### config.mk
export PLATFORM = sky130hd
export DESIGN_NAME = gravador_sequencia_16x4_flat
export DESIGN_NICKNAME = d
export VERILOG_FILES = /design/src/rtl/gravador_sequencia_16x4_if.sv /design/src/rtl/gravador_sequencia_16x4.sv /design/src/flat_wrapper.sv
export SDC_FILE = /design/constraint.sdc
export NUM_CORES = 1
export LEC_CHECK = 0
export CORE_MARGIN = 2
export CORE_UTILIZATION = 45
export CTS_BUF_LIST = sky130_fd_sc_hd__clkbuf_4 sky130_fd_sc_hd__clkbuf_8 sky130_fd_sc_hd__clkbuf_16
export CTS_CLUSTER_DIAMETER = 30
export DETAILED_ROUTE_END_ITERATION = 8
export MAX_ROUTING_LAYER = met4
export SETUP_SLACK_MARGIN = 0.02
export SYNTH_ARGS = -nofsm -noshare
export SYNTH_HDL_FRONTEND = slang
export SYNTH_SLANG_ARGS = --single-unit
### constraint.sdc
create_clock -name clock -period 2.6 [get_ports clock]
set_clock_uncertainty 0.05 [all_clocks]
set_input_delay 0.78 -clock clock [delete_from_list [all_inputs] [get_ports clock]]
set_output_delay 0.78 -clock clock [all_outputs]
set_load 0.02 [all_outputs]
### src/rtl/gravador_sequencia_16x4_if.sv
// Bundle between the sequence recorder and its driver: button/start inputs,
// the read port and the status outputs.
interface gravador_sequencia_16x4_if;
  logic       iniciar;
  logic [3:0] botoes;
  logic [3:0] rd_address;
  logic [3:0] rd_data;
  logic [4:0] quantidade;
  logic       jogada_feita;
  logic       erro_jogada;
  logic       cheio;
  logic       gravando;

  modport master (
    output iniciar, botoes, rd_address,
    input  rd_data, quantidade, jogada_feita, erro_jogada, cheio, gravando
  );

  modport slave (
    input  iniciar, botoes, rd_address,
    output rd_data, quantidade, jogada_feita, erro_jogada, cheio, gravando
  );
endinterface

### src/rtl/gravador_sequencia_16x4.sv
// Records one-hot button presses into a 16x4 memory, one word per press,
// with a registered read port for replay/compare.
//
// state    | meaning
// INICIAL  | idle, waiting for iniciar
// ESPERA   | recording, buttons released, waiting for a press
// REGISTRA | writing the latched press, quantidade increments
// REJEITA  | non-one-hot press seen, pulse erro_jogada
// SOLTA    | waiting for all buttons to be released
// CHEIO    | 16 words stored, presses ignored until iniciar
module gravador_sequencia_16x4 (
  input logic                        clock,
  input logic                        reset,
  gravador_sequencia_16x4_if.slave   bus
);

  localparam logic [2:0] INICIAL  = 3'd0;
  localparam logic [2:0] ESPERA   = 3'd1;
  localparam logic [2:0] REGISTRA = 3'd2;
  localparam logic [2:0] REJEITA  = 3'd3;
  localparam logic [2:0] SOLTA    = 3'd4;
  localparam logic [2:0] CHEIO    = 3'd5;

  logic [2:0] estado_q, estado_d;
  logic [4:0] quantidade_q, quantidade_d;
  logic [3:0] dado_q, dado_d;
  logic [3:0] rd_data_q, rd_data_d;
  logic [3:0] mem_q [16];
  logic       escreve;
  logic       botoes_zero;
  logic       botoes_onehot;
  logic [2:0] estado_inicio;

  assign botoes_zero   = (bus.botoes == 4'b0000);
  assign botoes_onehot = !botoes_zero && ((bus.botoes & (bus.botoes - 4'd1)) == 4'b0000);
  // A button already held at start must be released before anything is captured.
  assign estado_inicio = botoes_zero ? ESPERA : SOLTA;

  always_comb begin
    estado_d     = estado_q;
    quantidade_d = quantidade_q;
    dado_d       = dado_q;
    escreve      = 1'b0;
    rd_data_d    = mem_q[bus.rd_address];

    if (estado_q == REGISTRA) begin
      // The write always completes; iniciar is honoured on the following cycle.
      escreve      = 1'b1;
      quantidade_d = quantidade_q + 5'd1;
      estado_d     = (quantidade_q == 5'd15) ? CHEIO : SOLTA;
    end else if (bus.iniciar) begin
      quantidade_d = 5'd0;
      estado_d     = estado_inicio;
    end else begin
      case (estado_q)
        ESPERA: begin
          if (botoes_onehot) begin
            dado_d   = bus.botoes;
            estado_d = REGISTRA;
          end else if (!botoes_zero) begin
            estado_d = REJEITA;
          end
        end
        REJEITA: estado_d = SOLTA;
        SOLTA:   if (botoes_zero) estado_d = ESPERA;
        INICIAL, CHEIO: estado_d = estado_q;
        default: estado_d = INICIAL;
      endcase
    end
  end

  always_ff @(posedge clock) begin
    if (reset) begin
      estado_q     <= INICIAL;
      quantidade_q <= 5'd0;
      dado_q       <= 4'b0000;
      rd_data_q    <= 4'b0000;
    end else begin
      estado_q     <= estado_d;
      quantidade_q <= quantidade_d;
      dado_q       <= dado_d;
      rd_data_q    <= rd_data_d;
    end
  end

  // Memory has no reset; a reset landing in REGISTRA drops the pending write.
  always_ff @(posedge clock) begin
    if (escreve && !reset) begin
      mem_q[quantidade_q[3:0]] <= dado_q;
    end
  end

  assign bus.rd_data      = rd_data_q;
  assign bus.quantidade   = quantidade_q;
  assign bus.jogada_feita = (estado_q == REGISTRA);
  assign bus.erro_jogada  = (estado_q == REJEITA);
  assign bus.cheio        = (estado_q == CHEIO);
  assign bus.gravando     = (estado_q == ESPERA) || (estado_q == REGISTRA) || (estado_q == SOLTA);

endmodule

### src/flat_wrapper.sv
// flat-port wrapper written by rule: the top's interface ports become plain ports
module gravador_sequencia_16x4_flat 
  (clock, reset, bus_iniciar, bus_botoes, bus_rd_address, bus_rd_data, bus_quantidade, bus_jogada_feita, bus_erro_jogada, bus_cheio, bus_gravando);
  gravador_sequencia_16x4_if bus_i ();
  input logic clock;
  input logic reset;
  input wire logic [$bits(bus_i.iniciar)-1:0] bus_iniciar;
  input wire logic [$bits(bus_i.botoes)-1:0] bus_botoes;
  input wire logic [$bits(bus_i.rd_address)-1:0] bus_rd_address;
  output wire logic [$bits(bus_i.rd_data)-1:0] bus_rd_data;
  output wire logic [$bits(bus_i.quantidade)-1:0] bus_quantidade;
  output wire logic [$bits(bus_i.jogada_feita)-1:0] bus_jogada_feita;
  output wire logic [$bits(bus_i.erro_jogada)-1:0] bus_erro_jogada;
  output wire logic [$bits(bus_i.cheio)-1:0] bus_cheio;
  output wire logic [$bits(bus_i.gravando)-1:0] bus_gravando;
  assign bus_i.iniciar = bus_iniciar;
  assign bus_i.botoes = bus_botoes;
  assign bus_i.rd_address = bus_rd_address;
  assign bus_rd_data = bus_i.rd_data;
  assign bus_quantidade = bus_i.quantidade;
  assign bus_jogada_feita = bus_i.jogada_feita;
  assign bus_erro_jogada = bus_i.erro_jogada;
  assign bus_cheio = bus_i.cheio;
  assign bus_gravando = bus_i.gravando;
  gravador_sequencia_16x4 u_core (.clock(clock), .reset(reset), .bus(bus_i));
endmodule
==> metrics.md <==
| Metric | Value |
|---|---|
| Post-Syn Instances | `263` |
| R2R cell count | `5` |
| Die H | `92.38 um` |
| DP HPWL | `about 4.6 mm` |
| Synth top area cells | `edfxtp_1, dfxtp_1, mux2i_1, mux4_2, nor2_1` |
| Lkg Pwr | `1.494 nW` |
| Num CTS Buffers | `9` |
| Critical path depth in cells | `1` |
| Total Routing Usage GR | `17.66%` |
| Gr ovfl total | `0` |
| Setup TNS | `0 ns` |
| Buf/Inv on CP | `1` |
| Commonest non-fill, non-tap cell in the layout | `edfxtp_1` |
| Headroom to the max-slew limit | `57.75%` |
| Post-synthesis cell type count | `43` |
| Max_cap viols | `0` |
| Post-synthesis area per instance | `13.36 sq um` |
| Slew Limit Fails | `0` |
| Crit Path Max Fanout | `11` |
| Nets | `315` |
| 1st-iter DRT viols | `about 160` |
| Status | `complete, no violations` |
| Crit-path cells | `clkdlybuf4s50_1` |
| Mapped Area | `about 3500 sq um` |
| Die extent in x | `92.38 um` |
| Clock-pin slew on the worst setup and hold paths | `about 0.070 ns` |
| Hold Vio Cnt, Final | `0` |
| Hold slack | `0.4910 ns` |
| CP arrival | `1.57 ns` |
| FILL cells | `around 630` |
| Crit path capture type | `output pin` |
| DRT Wirelength | `6.578 mm` |
| Asr flop ratio synth | `0%` |
| Crit Path Class | `register to output pin` |
| EDFF count, synth | `64` |
| Routed wire per std cell | `16.20 um` |
| Yosys reg bits | `80` |
| DR vias | `2106` |
| Vias in the first global route | `slightly above 2000` |
| Tightest Hold Check Type | `register to register` |
| Vias per cell | `5.187` |
| Fin crit period | `2.399 ns` |
| Skew-Pair Late Insertion Delay | `around 0.34 ns` |
| CP required | `1.77 ns` |
| Final ANT Viol Nets | `0` |
| Period utilization | `92.26%` |
| 1st-pass router iterations | `4` |
| Die Area | `8533 sq um` |
| Hold-fix buffers at CTS | `0` |
| Buffers added on ports | `23` |
| Core Rows | `32` |
| Synth Flop Type | `edfxtp_1` |
| H-tree levels | `3` |
| Initial antenna violation count | `0` |
| Worst path slowest cell | `clkdlybuf4s50_1` |
| First-pass GRT wire length | `11.06 mm` |
| Power density over the cells | `600.6 nW/um^2` |
| Layout area overhead | `17.98%` |
| Leading area contributor after synthesis | `edfxtp_1` |
| Syn. warnings | `0` |
| Fmax | `416.9 MHz` |
| CTS tree | `done` |
| CTS Buffer Depth | `2` |
| Core footprint | `7647 sq um` |
| Yosys top cell area share | `a little over half` |
| DRC Markers | `0` |
| Syn Nets | `279` |
| Cell family with most CP delay | `buffers and inverters` |
| Diodes inserted | `0` |
| GP Congestion | `0.8109` |
| Initial core utilization | `45.96%` |
| Worst setup SP type | `register` |
| Post-CTS Setup Bufs | `0` |
| Final setup fails | `0` |
| Root Buffer | `clkbuf_8` |
| Worst-margin pin slew | `0.6329 ns` |
| Clk sinks | `80` |
| Io pins | `24` |
| Commonest non-fill, non-tap cells in the layout | `edfxtp_1, nor2_1, clkdlybuf4s50_1, mux2i_1, buf_4` |
| Pin count of the biggest net entering global routing | `20` |
| Max incr delay on CP | `0.68 ns` |
| Post-synthesis sequential area ratio | `63.79%` |
| Share of cells above drive strength 1 | `approximately 17%` |
| Min-Delay Path Depth | `2` |
| Reg-to-reg slack, setup | `0.63 ns` |
| Peak supply drop | `around 0.22 mV` |
| RSZ-0062 raised after global routing | `no` |
[synth_stat cells, types with 2 or more instances]
master    count
nor2b_1       6
mux2i_1      18
a211oi_1      4
o21ai_0       8
nor3_1        9
buf_2         5
a21oi_1       9
nand3_1       5
buf_1         2
nor3_2        2
nand2b_1      4
buf_4         5
xor2_1        3
buf_6         2
clkbuf_1      3
nand2_1      12
ha_1          5
a31oi_1       4
inv_1         5
nor4_2        2
edfxtp_1     64
nor2_1       36
mux4_2        8
a22oi_1       4
dfxtp_1      16
o21ai_1       3
o22ai_1       3
[stage by stage]
step                      setup WS, ns  cells  util (%)  area [sq um]  power (W)
after floorplan                 0.6110    263         -          3515   0.001507
after global placement          0.1098    390     51.31          3924   0.001568
after detailed placement        0.1233    390     51.31          3924   0.001571
after CTS                      0.05511    406     54.12          4139   0.002511
after global routing            0.1168    406     54.22          4146   0.002583
final                           0.2012    406     54.22          4146   0.002490
[report_power, final]
group	total, W	leakage [nW]	switching, W	internal, W
logic	0.000169	0.647	0.0000843	0.0000843
clock network	0.000951	0.110	0.000448	0.000503
registers	0.00137	0.738	0.00000257	0.00137
[layer usage]
layer | share of wire [%] | vias to the layer above | GRT usage, % | wire, um
met1 | 50 | 1010 | 24.53 | 3304
li1 | - | 1053 | - | -
met2 | 46 | 35 | 26.22 | 3016
met4 | 1.0 | 0 | 6.965 | 66
met5 | 0 | - | - | 0
met3 | 2.9 | 8 | 3.011 | 191
[flip-flops by register name, indices dropped and copies added, names as in the netlist]
register,count
u_core.estado_q,3
u_core.dado_q,4
u_core.bus.rd_data,4
u_core.bus.quantidade,5
u_core.mem_q,64
[logic make-up (layout without fill, tap and decap cells)]
| kind of cell | after synthesis | count (layout) | synth area share [%] |
|---|---|---|---|
| XOR/XNOR | 4 | 4 | 0.9970 |
| flip-flops | 80 | 80 | 63.79 |
| adder cells (fa/ha/maj) | 6 | 6 | 2.065 |
| AO/OA/AOI/OAI | 39 | 39 | 6.906 |
| multiplexers | 27 | 27 | 10.57 |
| buffers and inverters | 23 | 64 | 3.596 |
| AND/OR/NAND/NOR | 84 | 84 | 12.07 |
[final timing paths]
| check | startpoint | to |
|---|---|---|
| hold reg to reg | u_core.bus.quantidade[4]$_SDFFE_PP0N_ | u_core.bus.quantidade[4]$_SDFFE_PP0N_ |
| hold / removal | u_core.bus.quantidade[4]$_SDFFE_PP0N_ | u_core.bus.quantidade[4]$_SDFFE_PP0N_ |
| setup / recovery | u_core.bus.quantidade[3]$_SDFFE_PP0N_ | bus_quantidade[3] |
| setup reg to reg | u_core.estado_q[1]$_SDFFE_PP0P_ | u_core.mem_q[15][2]$_DFFE_PP_ |
[cell type report]
class / instances / area [sq um] / area share (%)
tap: 102 / 127.6 / 3.078
timing repair buffer: 42 / 391.6 / 9.445
multi-input combinational: 160 / 1146 / 27.64
sequential: 80 / 2242 / 54.07
inverter: 6 / 22.52 / 0.5431
clock inverter: 5 / 65.06 / 1.569
clock buffer: 11 / 151.4 / 3.651
[what timing repair did]
item	in CTS	in global routing
pin swaps	0	0
endpoints found under the setup margin	1	3
resized for setup	1	3
Power figures use the tool's default switching activity.
